File: src/rtl/ws281x_splitter.sv
// WS281X stream decoder and branch demultiplexer.
// Decodes nodes from Din and routes the raw line to one of NUM_BR outputs.
module ws281x_splitter #(
  parameter int NUM_BR = 16,
  parameter int NODE_BITS = 24,
  parameter int SAMPLE_CYC = 30,
  parameter int LATCH_CYC = 2500,
  parameter int MODE = 0,
  parameter logic [NODE_BITS-1:0] ESC_CODE = NODE_BITS'(24'h010203),
  parameter int NODES_PER_BR = 50
) (
  input  logic                      Clock,
  input  logic                      Reset_n,
  input  logic                      Din,
  output logic [NUM_BR-1:0]         BranchOut,
  output logic [$clog2(NUM_BR)-1:0] Branch,
  output logic [NODE_BITS-1:0]      Node,
  output logic                      Valid,
  output logic                      Sync,
  output logic                      Overflow
);

  localparam int TMAX = (SAMPLE_CYC > LATCH_CYC) ? SAMPLE_CYC : LATCH_CYC;
  localparam int TW = $clog2(TMAX + 1);
  localparam int BW = $clog2(NUM_BR);
  localparam int CW = $clog2(NODE_BITS + 1);

  localparam logic [TW-1:0] SAMP = TW'(SAMPLE_CYC);
  localparam logic [TW-1:0] LATCH = TW'(LATCH_CYC);
  localparam logic [CW-1:0] LASTBIT = CW'(NODE_BITS - 1);
  localparam logic [15:0] NPB = 16'(NODES_PER_BR);
  localparam logic [BW-1:0] LASTBR = BW'(NUM_BR - 1);

  localparam logic [1:0] S_IDLE = 2'd0;
  localparam logic [1:0] S_ACTIVE = 2'd1;
  localparam logic [1:0] S_DISCARD = 2'd2;

  logic s1_q, s2_q, prev_q;
  logic [TW-1:0] bt_q, bt_d;
  logic [TW-1:0] lt_q, lt_d;
  logic armed_q, armed_d;
  logic gap_q, gap_d;
  logic [NODE_BITS-2:0] sh_q, sh_d;
  logic [CW-1:0] bc_q, bc_d;
  logic [NODE_BITS-1:0] node_q, node_d;
  logic valid_q, valid_d;
  logic sync_q, sync_d;
  logic [1:0] state_q, state_d;
  logic [BW-1:0] br_q, br_d;
  logic [15:0] ncnt_q, ncnt_d;
  logic pend_q, pend_d;
  logic [NUM_BR-1:0] bo_q, bo_d;

  logic din_s, rise, at_samp, at_latch, latch;
  logic sample, last_bit, done, adv;
  logic [NODE_BITS-1:0] word;
  logic [15:0] cnt_inc;

  assign din_s = s2_q;
  assign rise = din_s & ~prev_q;
  assign at_samp = (bt_q == SAMP);
  assign at_latch = (lt_q == LATCH);
  assign latch = at_latch & ~gap_q;
  assign sample = armed_q & at_samp;
  assign last_bit = (bc_q == LASTBIT);
  assign word = {sh_q, din_s};
  assign done = sample & last_bit & ~latch;
  assign cnt_inc = ncnt_q + 16'd1;
  assign adv = (MODE == 0) ? (word == ESC_CODE) : (cnt_inc == NPB);

  always_comb begin
    bt_d = rise ? '0 : (at_samp ? bt_q : bt_q + TW'(1));
    lt_d = din_s ? '0 : (at_latch ? lt_q : lt_q + TW'(1));
    gap_d = din_s ? 1'b0 : (gap_q | latch);
    armed_d = armed_q;
    sh_d = sh_q;
    bc_d = bc_q;
    node_d = node_q;
    valid_d = 1'b0;
    sync_d = 1'b0;
    state_d = state_q;
    br_d = br_q;
    ncnt_d = ncnt_q;
    pend_d = pend_q;

    if (sample) begin
      armed_d = 1'b0;
      sh_d = word[NODE_BITS-2:0];
      bc_d = last_bit ? '0 : bc_q + CW'(1);
    end
    if (rise) armed_d = 1'b1;

    // A pending advance switches only at a rising edge, so no pulse is cut.
    if (rise) begin
      if (state_q == S_IDLE) state_d = S_ACTIVE;
      if (pend_q) begin
        pend_d = 1'b0;
        if (br_q == LASTBR) state_d = S_DISCARD;
        else br_d = br_q + BW'(1);
      end
    end

    if (done) begin
      node_d = word;
      valid_d = 1'b1;
      if (MODE != 0) ncnt_d = (cnt_inc == NPB) ? '0 : cnt_inc;
      if (adv) pend_d = 1'b1;
    end

    if (latch) begin
      sync_d = 1'b1;
      bc_d = '0;
      br_d = '0;
      ncnt_d = '0;
      pend_d = 1'b0;
      state_d = S_IDLE;
      if (!rise) armed_d = 1'b0;
    end

    for (int i = 0; i < NUM_BR; i++) begin
      bo_d[i] = din_s & (state_d != S_DISCARD) & (br_d == BW'(i));
    end
  end

  always_ff @(posedge Clock or negedge Reset_n) begin
    if (!Reset_n) begin
      s1_q <= 1'b0;
      s2_q <= 1'b0;
      prev_q <= 1'b0;
      bt_q <= '0;
      lt_q <= '0;
      armed_q <= 1'b0;
      gap_q <= 1'b0;
      sh_q <= '0;
      bc_q <= '0;
      node_q <= '0;
      valid_q <= 1'b0;
      sync_q <= 1'b0;
      state_q <= S_IDLE;
      br_q <= '0;
      ncnt_q <= '0;
      pend_q <= 1'b0;
      bo_q <= '0;
    end else begin
      s1_q <= Din;
      s2_q <= s1_q;
      prev_q <= s2_q;
      bt_q <= bt_d;
      lt_q <= lt_d;
      armed_q <= armed_d;
      gap_q <= gap_d;
      sh_q <= sh_d;
      bc_q <= bc_d;
      node_q <= node_d;
      valid_q <= valid_d;
      sync_q <= sync_d;
      state_q <= state_d;
      br_q <= br_d;
      ncnt_q <= ncnt_d;
      pend_q <= pend_d;
      bo_q <= bo_d;
    end
  end

  assign BranchOut = bo_q;
  assign Branch = br_q;
  assign Node = node_q;
  assign Valid = valid_q;
  assign Sync = sync_q;
  assign Overflow = (state_q == S_DISCARD);

endmodule

File: config.mk
export PLATFORM = sky130hd
export DESIGN_NAME = ws281x_splitter
export DESIGN_NICKNAME = d
export VERILOG_FILES = /design/src/rtl/ws281x_splitter.sv
export SDC_FILE = /design/constraint.sdc
export NUM_CORES = 1
export LEC_CHECK = 0
export ABC_AREA = 0
export CORE_MARGIN = 2
export CORE_UTILIZATION = 31
export DETAILED_ROUTE_END_ITERATION = 6
export HOLD_SLACK_MARGIN = 0.08
export PLACE_DENSITY_LB_ADDON = 0.12
export SLEW_MARGIN = 20
export SYNTH_ARGS = -nofsm -noshare
export SYNTH_HDL_FRONTEND = slang
export SYNTH_SLANG_ARGS = --single-unit
File: constraint.sdc
create_clock -name Clock -period 3.01 [get_ports Clock]
set_clock_uncertainty 0.1 [all_clocks]
set_input_delay 0.602 -clock Clock [delete_from_list [all_inputs] [get_ports Clock]]
set_output_delay 0.602 -clock Clock [all_outputs]
set_load 0.03 [all_outputs]
==> key figures, run 1 <==
Worst setup path
  • Length in cells of the worst reg-to-reg path: 7
  • WS Path Type: reg -> reg
  • Worst setup EP type: flip-flop
  • Reg2Reg Setup Slack: 300 ps
  • Worst EP arrival: 2840 ps
  • Critical Path Source Type: flip-flop
  • RR Endpoint: Node[21]
  • Max incr delay on CP: 700 ps
  • Worst reg2reg path startpoint: bt_q[0]
  • Crit-path slowest cell: nor3_4
  • CP Data Required Time: ~3200 ps
  • Maximum fanout along the worst path: 14
  • Cells along the critical path: inv_1 -> ha_1 -> nor4b_4 -> nand4_2 -> nor3_4 -> buf_4 -> mux2_4

Global routing
  • Gr ovfl total: 0
  • Largest net degree at the start of global routing: 107
  • Vias in the first global route: ~3100
  • Initial antenna violation count: 0
  • GRT Total Usage: about 13%
  • First-pass GRT wire length: 16080 um

STA
  • Fmax: between 0.3 and 0.4 GHz
  • Fin crit share: 89.94%
  • Setup TNS: 0 ps
  • RSZ-0062 raised after global routing: false
  • # setup viols final: 0
  • Slew Limit Fails: 0
  • Period minus WS final: 2707 ps
  • Final hold vios: 0
  • Least-Margin Pin Slew: a little under 900 ps
  • Slew HR: 41.13%

Floorplanning
  • Initial Util: between 30% and 40%
  • Die height: 126.8 um
  • CORE AREA: 14640 sq um
  • Rows: 44
  • Ports: 50
  • Chip width: 126.8 um
  • Die ar.: 16080 sq um

Synth
  • Synth async-reset ratio: 100.0%
  • Prevailing post-synth register cell: dfrtp_1
  • Post-Synthesis Net Count: 397
  • Synth warnings: 0
  • Cell count after synthesis: roughly 390
  • Avg Synthesized Cell Area: 12.05 sq um
  • Mapped cell area: 4674 sq um
  • Synth unique cells: between 40 and 50
  • Seq/Total Area, Yosys: 56.75%
  • Post-synth EDFFs: 0
  • Post-synthesis register bit count: 106

CTS
  • CTS buffer count: 9
  • CTS H-tree lvls: 3
  • Clk slew on worst S/H paths: 70 ps
  • Clock sink count: 106
  • Postcts setup bufs: 0
  • CTS tree: built
  • Buffer depth of the longest clock path: 2
  • Clock Latency Late Sink: 350 ps
  • # hold bufs at CTS: 0
  • Post-CTS resize count: 0
  • CTS root buffer: clkbuf_16

Layout
  • Final net count: 449
  • ANT cells: 0
  • Area of the multi-input gates: 1891 sq um
  • Layout cells sized above 1: 17.30%
  • Finished Layout Cells: 629
  • Register area: 2653 sq um
  • Syn-to-layout area delta: 21.71%
  • Finished Core Util: 38.85%
  • Fill cell count: 1448

Routing
  • Final wirelength: 9349 um
  • DRT iter0 DRCs: 231
  • DRC viols: 0
  • Post-route ant nets: 0
  • Total number of vias: a little over 3000
  • DRT Pass-1 Iters: 4
  • Average wire per cell in the routed design: 14.86 um
  • Vias/cell: 4.798

Placed design
  • Post-DP HPWL: 6123 um
  • Port-buffer cells: just under 50
  • Dpl cells: ~600
  • GP Congestion: 0.7702

Min path
  • Hold/Removal Path Class: in -> async

Power
  • Tot Pwr: about 0.0028 W
  • Max rail drop VDD: 0.2966 mV
  • PD cells: around 490 nW/um^2
  • LEAKAGE: 2.518 nW

Flow run
  • Max-Cap Viols: 0

Outcome
  • Status: finished clean
==> Yosys cell counts, drive strengths merged (3+ instances only) <==
cell type  instances  area (sq um)
a211oi             4         30.03
a21oi             14         70.07
a31oi              4         25.02
and3               3         18.77
buf                6         40.04
clkbuf            10         37.54
dfrtp            106          2653
ha                 6         75.07
inv               12         45.04
mux2              46         589.3
mux2i              7         70.07
nand2             18         67.56
nand2b             5         31.28
nand3             14         70.07
nand4              6         43.79
nand4b             4         35.03
nor2              35         131.4
nor2b              5         31.28
nor3              20         111.4
nor4               6         52.55
nor4b              5         58.80
o21ai             12         60.06
or3                7         43.79
or4                3         26.27
xnor2             13         113.9
xor2               3         26.28
==> placed cells by master (no fill, tap or decap), types with 3 or more instances in the layout <==
| cell | Yosys | final |
|---|---|---|
| and3_1 | 3 | 3 |
| mux2_4 | 19 | 19 |
| clkdlybuf4s50_1 | 0 | 48 |
| mux2_2 | 27 | 27 |
| nand2b_1 | 5 | 5 |
| a211oi_1 | 4 | 4 |
| or3_1 | 7 | 7 |
| xnor2_1 | 13 | 13 |
| buf_4 | 0 | 8 |
| nand4b_1 | 4 | 4 |
| xor2_1 | 3 | 3 |
| nor4b_1 | 4 | 4 |
| ha_1 | 6 | 6 |
| o21ai_0 | 12 | 12 |
| dfrtp_1 | 106 | 106 |
| clkbuf_16 | 0 | 9 |
| nand2_1 | 18 | 18 |
| nand3_1 | 14 | 14 |
| nor4_1 | 5 | 5 |
| nand4_1 | 5 | 5 |
| nor2_1 | 35 | 35 |
| nor3_1 | 19 | 19 |
| a21oi_1 | 14 | 14 |
| mux2i_1 | 7 | 7 |
| inv_1 | 12 | 12 |
| nor2b_1 | 5 | 5 |
| a31oi_1 | 4 | 4 |
==> worst max-delay path by stage <==
| stage | startpoint | slack (ps) | depth (start not counted) | endpoint |
|---|---|---|---|---|
| final | bt_q[0] | 300 | 7 | Node[21] |
| after global routing | bt_q[0] | 110 | 7 | Node[19] |
| after CTS | bt_q[0] | 280 | 7 | Node[17] |
| after detailed placement | bt_q[0] | 280 | 7 | Node[11] |
| after global placement | bt_q[0] | 340 | 7 | Node[10] |
| after floorplan | bt_q[0] | 850 | 7 | Node[10] |
==> sequential cells by signal, indices dropped and copies added (netlist names) <==
signal and cells:
lt_q 12, sh_q 23, armed_q 1, state_q 2, Branch 4, bc_q 5, prev_q 1, Sync 1
BranchOut 16, din_s 1, Node 24, pend_q 1, s1_q 1, bt_q 12, Valid 1, gap_q 1
==> per-stage QoR <==
stage | cell area (sq um) | worst slack, ps | hold slack [ps]
2_1_floorplan | 4674 | 850.9 | 206.4
3_3_place_gp | 5388 | 343.7 | 238.5
3_5_place_dp | 5388 | 277.2 | 240.2
4_1_cts | 5689 | 282.1 | 236.5
5_1_grt | 5689 | 109.8 | 244.6
6_report | 5689 | 302.7 | 192.5
==> power by group <==
group / internal [W] / leakage [nW] / switching (W)
clock network: 0.000651 / 0.142 / 0.000543
registers: 0.00145 / 1.45 / 0.0000385
logic: 0.0000492 / 0.921 / 0.0000735
total: 0.00215 / 2.52 / 0.000655
==> cell type report <==
| cell class | count | share of cell area (%) |
|---|---|---|
| clock buffer | 9 | 3.959 |
| tap | 184 | 4.047 |
| timing repair buffer | 57 | 9.853 |
| sequential | 106 | 46.62 |
| clock inverter | 7 | 1.342 |
| inverter | 13 | 0.9457 |
| multi-input combinational | 253 | 33.23 |
==> critical path: cells and delay by family (launching register included) <==
family,cells,cell delay (ps)
AND/OR/NAND/NOR,3,1110
adder cells (fa/ha/maj),1,150
multiplexers,1,320
buffers and inverters,2,460
flip-flops,1,440
==> kinds of logic (layout without fill, tap and decap cells) <==
kind of cell             count (synthesis)  in the layout  synth area share, %
AND/OR/NAND/NOR                        137            137                16.57
XOR/XNOR                                16             16                2.998
adder cells (fa/ha/maj)                  6              6                1.606
flip-flops                             106            106                56.75
multiplexers                            53             53                14.11
buffers and inverters                   29             86                2.811
AO/OA/AOI/OAI                           41             41                5.166
==> metal layers <==
metal | track usage (%) | share of wire (%) | vias up
met3 | 4.344 | 4.2 | 7
met5 | 0 | 0 | -
met1 | 18.44 | 52 | 1471
met4 | 3.491 | 1.1 | 0
met2 | 17.52 | 42 | 62
li1 | - | - | 1478
Note: power is estimated with default switching activity, not from simulation.
==> inputs of run 2 (changes only) <==
CORE_UTILIZATION = 56   (was 31)
GPL_TIMING_DRIVEN = 0   (was default)
==> run 2 against run 1 <==
Compared with the run above: total power fell by 11%; design area fell by 2.8%; sequential share of layout area rose by 1.4 points; core utilization rose by 29 points; critical path depth did not move; global-route usage rose by 8.1 points; clock power fell by 26%; hold slack improved by 92 ps; largest power group unchanged.
==> key figures, run 2 (synthesis gave the netlist of run 1 again) <==
Worst setup path
  • Critical Path Source Type: flip-flop
  • WS Path Type: reg -> reg
  • Worst setup EP type: flip-flop
  • Maximum fanout along the worst path: 10 (-4)
  • Worst EP arrival: 2680 ps (-160 ps)
  • CP Data Required Time: 3170 ps (+20 ps)

Routing
  • Post-route ant nets: 0 (unchanged)
  • Average wire per cell in the routed design: 15.48 um (+4.1%)
  • Total number of vias: 3131 (+3.7%)
  • DRT iter0 DRCs: 136 (-41%)
  • DRC viols: 0 (unchanged)
  • Vias/cell: 5.591 (+17%)
  • DRT Pass-1 Iters: 4 (unchanged)
  • Final wirelength: 8666 um (-7.3%)

CTS
  • CTS root buffer: clkbuf_8
  • CTS H-tree lvls: 3 (unchanged)
  • CTS tree: built
  • Clk slew on worst S/H paths: 100 ps (+30 ps)
  • Clock Latency Late Sink: 370 ps (+20 ps)
  • Post-CTS resize count: 0 (unchanged)
  • Buffer depth of the longest clock path: 2 (unchanged)
  • CTS buffer count: 9 (unchanged)
  • Clock sink count: 106 (unchanged)

Global routing
  • Vias in the first global route: 3011 (-1.7%)
  • Initial antenna violation count: 0 (unchanged)
  • GR peak layer: met2
  • GRT Total Usage: 20.67% (+8.1 points)
  • GRT met1 Usage: 28.68% (+10 points)
  • Grt met3 use: 4.743% (+0.40 points)
  • Largest net degree at the start of global routing: 65 (-39%)
  • First-pass GRT wire length: 14370 um (-11%)
  • Met2 Use GR: 32.04% (+15 points)
  • Gr ovfl total: 0 (unchanged)

STA
  • Fmax: 0.3966 GHz (+7.4%)
  • Final hold slack: 284.6 ps (+92.09 ps)
  • Slew HR: 63.21% (+22 points)
  • # setup viols final: 0 (unchanged)
  • Final hold vios: 0 (unchanged)
  • Period minus WS final: 2522 ps (-185.7 ps)
  • Fin crit share: 83.78% (-6.2 points)
  • Slew Limit Fails: 0 (unchanged)
  • Least-Margin Pin Slew: 547.6 ps (-332.6 ps)
  • Post-layout worst setup margin: 488.3 ps (+185.7 ps)
  • RSZ-0062 raised after global routing: false

Placed design
  • Port-buffer cells: 49 (unchanged)
  • Post-DP HPWL: 5834 um (-4.7%)
  • GP Congestion: 0.8714 (+13%)
  • Place WS: 502.4 ps (+225.1 ps)

Layout
  • Most frequent cells in the layout: 106 x dfrtp_1, 48 x clkdlybuf4s50_1, 35 x nor2_1
  • Syn-to-layout area delta: 18.28%
  • Most common cell after layout, fill and taps aside: dfrtp_1
  • Final net count: 459 (+2.2%)
  • Largest register FFs: 24 (unchanged)
  • ANT cells: 0 (unchanged)
  • Layout cells sized above 1: 15.82% (-1.5 points)

Power
  • LEAKAGE: 2.480 nW (-1.5%)
  • PD cells: 449.5 nW/um^2 (-8.8%)
  • Tot Pwr: 0.002486 W (-11%)
  • Max rail drop VDD: 0.2355 mV (-21%)

Flow run
  • Max-Cap Viols: 0 (unchanged)

Min path
  • Hold/Removal Path Class: reg -> reg

Floorplanning
  • CORE AREA: 8134 sq um (-44%)
  • Chip width: 95.37 um (-25%)
  • Die height: 95.37 um (-25%)
  • Initial Util: 57.47% (+26 points)
  • Die ar.: 9094 sq um (-43%)
  • Ports: 50 (unchanged)
  • Rows: 33 (-25%)

Outcome
  • Status: finished clean
run 2: cell types whose count changed in the layout (fill, tap and decap cells not counted), moves of 2 or more:
cell       change
buf_4          -8
clkbuf_16      -9
clkbuf_8       +9
buf_6          +3
buf_2          +2
clkbuf_1      +12
buf_1          +2
run 2: final timing paths:
path / cells past startpoint / slack, ps / to / startpoint
min reg2reg: 0 / 280 / din_s / s1_q
max: 7 / 490 / Node[13] / bt_q[0]
min in group asynchronous: 2 / 610 / bt_q[6] / Reset_n
min: 0 / 280 / din_s / s1_q
max in group asynchronous: 3 / 1570 / BranchOut[1] / Reset_n
max reg2reg: 7 / 490 / Node[13] / bt_q[0]
run 2: per-layer routing:
metal | up-vias | routed length, um
met5 | - | 0
met4 | 0 | 102
met3 | 8 | 403
met2 | 83 | 4066
met1 | 1547 | 4094
li1 | 1493 | -
run 2: worst max-delay path, cell delays in order, from the launching register on:
cell     delay [ps]
dfrtp_1         460
inv_1            80
ha_1            150
nor4b_4         390
nand4_2         270
nor3_4          390
buf_6           250
mux2_4          320
run 2: cell type report:
cell class	instances	area [sq um]
Inverter	13	53.80
Clock inverter	5	62.56
Sequential cell	106	2653
Clock buffer	11	131.4
Buffer	16	77.57
Timing Repair Buffer	51	529.3
Tap cell	105	131.4
Multi-Input combinational cell	253	1891
Fill cell	624	2605
run 2: repair_timing:
item,in CTS,in global routing
setup endpoints to repair,0,0
hold endpoints to repair,42,0
hold buffers,1,0
setup buffers,0,0
run 2: power by group:
group / switching, W / leakage [nW] / total, W / internal [W]
Clock: 0.000484 / 0.0958 / 0.000877 / 0.000393
Sequential: 0.0000379 / 1.45 / 0.00149 / 0.00145
Combinational: 0.0000739 / 0.930 / 0.000121 / 0.0000468
run 2: per-stage QoR:
| stage | cells | instance area, sq um | utilization, % | TNS, ps |
|---|---|---|---|---|
| 2_1_floorplan | 388 | 4674 | - | 0 |
| 3_5_place_dp | 543 | 5325 | 65.47 | 0 |
| 4_1_cts | 560 | 5529 | 67.97 | 0 |
| 6_report | 560 | 5529 | 67.97 | 0 |
| 5_1_grt | 560 | 5529 | 67.97 | 0 |
| 3_3_place_gp | 542 | 5296 | 65.11 | -283750 |
==> inputs of run 3 (changes only) <==
CORE_UTILIZATION = 51   (was 56)
clock period = 2.1 ns   (was 3.01 ns; I/O delays follow)
==> run 3 against run 2 <==
Compared with the run above: the run now ends with setup timing left; die area is 9.4% higher; critical path depth increased by 2; register-to-register slack got worse by 580 ps; sequential power is 42% higher; combinational power is 84% higher; via count increased by 0.99%; largest cell class unchanged.
==> key figures, run 3 (synthesis gave the netlist of run 1 again) <==
CTS
  • Clk slew on worst S/H paths: 110 ps (about the same)
  • Buffer depth of the longest clock path: 2 (unchanged)
  • CTS H-tree lvls: 3 (unchanged)
  • Clock Latency Late Sink: 380 ps (about the same)
  • Clock sink count: 106 (unchanged)
  • CTS tree: built
  • CTS root buffer: clkbuf_8
  • CTS buffer count: 9 (unchanged)

Routing
  • Average wire per cell in the routed design: 15.89 um (+2.7%)
  • Final wirelength: 9168 um (+5.8%)
  • Post-route ant nets: 0 (unchanged)
  • DRT iter0 DRCs: 80 (-41%)
  • Vias/cell: 5.480 (-2.0%)
  • DRC viols: 0 (unchanged)
  • Total number of vias: 3162 (+0.99%)
  • DRT Pass-1 Iters: 4 (unchanged)

Floorplanning
  • Ports: 50 (unchanged)
  • Chip width: 99.74 um (+4.6%)
  • Initial Util: 53.08% (-4.4 points)
  • Die ar.: 9947 sq um (+9.4%)
  • CORE AREA: 8806 sq um (+8.3%)
  • Die height: 99.74 um (+4.6%)
  • Rows: 34 (+3.0%)

STA
  • RSZ-0062 raised after global routing: true
  • Final hold vios: 0 (unchanged)
  • Slew HR: 63.41% (+0.20 points)
  • Final hold slack: 320.7 ps (+36.15 ps)
  • Fin crit share: 104.6% (+21 points)
  • # setup viols final: 24 (+24)
  • Slew Limit Fails: 0 (unchanged)
  • Period minus WS final: 2196 ps (-326.0 ps)
  • Least-Margin Pin Slew: 544.7 ps (-2.929 ps)
  • Post-layout worst setup margin: -95.62 ps (-584.0 ps)
  • Fmax: 0.4555 GHz (+15%)

Global routing
  • GRT Total Usage: 19.80% (-0.88 points)
  • Gr ovfl total: 0 (unchanged)
  • Initial antenna violation count: 0 (unchanged)
  • First-pass GRT wire length: 15580 um (+8.5%)
  • Largest net degree at the start of global routing: 61 (-6.2%)
  • Vias in the first global route: 3218 (+6.9%)

Power
  • PD cells: 620.1 nW/um^2 (+38%)
  • Max rail drop VDD: 0.3765 mV (+60%)
  • Tot Pwr: 0.003545 W (+43%)
  • LEAKAGE: 2.593 nW (+4.5%)

Flow run
  • Max-Cap Viols: 0 (unchanged)

Layout
  • Syn-to-layout area delta: 22.30%
  • Most common cell after layout, fill and taps aside: dfrtp_1
  • ANT cells: 0 (unchanged)
  • Layout cells sized above 1: 21.32% (+5.5 points)
  • Design Area, Final: 5717 sq um (+3.4%)
  • Final net count: 474 (+3.3%)
  • Largest register FFs: 24 (unchanged)
  • Most frequent cells in the layout: 104 x dfrtp_1, 46 x clkdlybuf4s50_1, 35 x nor2_1

Worst setup path
  • Crit-path leading delay family: simple AND/OR/NAND/NOR gates
  • Worst setup EP type: flip-flop
  • Worst path buffer plus inverter count: 4 (+2)
  • Crit-path slowest cell: or4_4
  • Cells along the critical path: inv_1 -> ha_1 -> nand4bb_1 -> or4_4 -> clkinv_8 -> nor3_4 -> buf_12 -> buf_6 -> mux2_4
  • Max incr delay on CP: 580 ps (+120 ps)
  • Critical Path Source Type: flip-flop
  • Worst EP arrival: 2360 ps (-320 ps)
  • WS Path Type: reg -> reg
  • Maximum fanout along the worst path: 6 (-4)
  • CP Data Required Time: 2270 ps (-900 ps)

Outcome
  • Status: finished, violations left
  • Failing checks: setup timing

Placed design
  • Placed cell area: 5329 sq um (about the same)
  • Post-DP HPWL: 5926 um (+1.6%)
  • GP Congestion: 0.8216 (-5.7%)
  • Port-buffer cells: 49 (unchanged)
  • Place WS: -407.4 ps (-909.7 ps)

Min path
  • Hold/Removal Path Class: reg -> reg
==> run 3: power by group <==
group	switching [W]	internal (W)
clock network	0.000745	0.000457
logic	0.000130	0.0000931
registers	0.0000417	0.00208
==> run 3: final timing paths <==
kind | from | endpoint | slack (ps) | depth (start not counted)
min in group asynchronous | Reset_n | bt_q[9] | 430 | 2
worst max register to register | lt_q[0] | Node[10] | -100 | 9
max in group asynchronous | Reset_n | Branch[1] | 830 | 3
worst min register to register | s1_q | din_s | 320 | 0
worst max-delay path | lt_q[0] | Node[10] | -100 | 9
worst min-delay path | s1_q | din_s | 320 | 0
==> run 3: per-layer routing <==
metal	up-vias	wire [um]	global-route usage (%)
li1	1520	-	-
met1	1575	4264	27.09
met2	58	4393	30.93
met3	9	422	6.395
met4	0	87	4.953
met5	-	0	0
==> run 3: layout make-up <==
class / instances / area (sq um)
Fill cell: 690 / 3089
Sequential cell: 106 / 2655
Multi-Input combinational cell: 253 / 1916
Timing Repair Buffer: 68 / 681.9
Tap cell: 108 / 135.1
Clock buffer: 9 / 123.9
Buffer: 14 / 86.33
Inverter: 13 / 61.31
Clock inverter: 6 / 57.56
==> run 3: through the flow <==
stage | setup TNS [ps] | utilization [%] | cells
global route | -4234 | 64.92 | 577
finish | -2002 | 64.92 | 577
global placement | -375310 | 60.19 | 545
CTS | -1925 | 64.41 | 576
detailed placement | -11220 | 60.51 | 546
floorplan | -1068 | - | 388
==> run 3: what timing repair did <==
item | CTS | global route
endpoints found under the setup margin | 63 | 54
buffers inserted | 14 | 1
resized for setup | 11 | 18
hold buffers | 1 | 0
gates cloned | 2 | 0
pin swaps | 2 | 6
endpoints found under the hold margin | 46 | 0
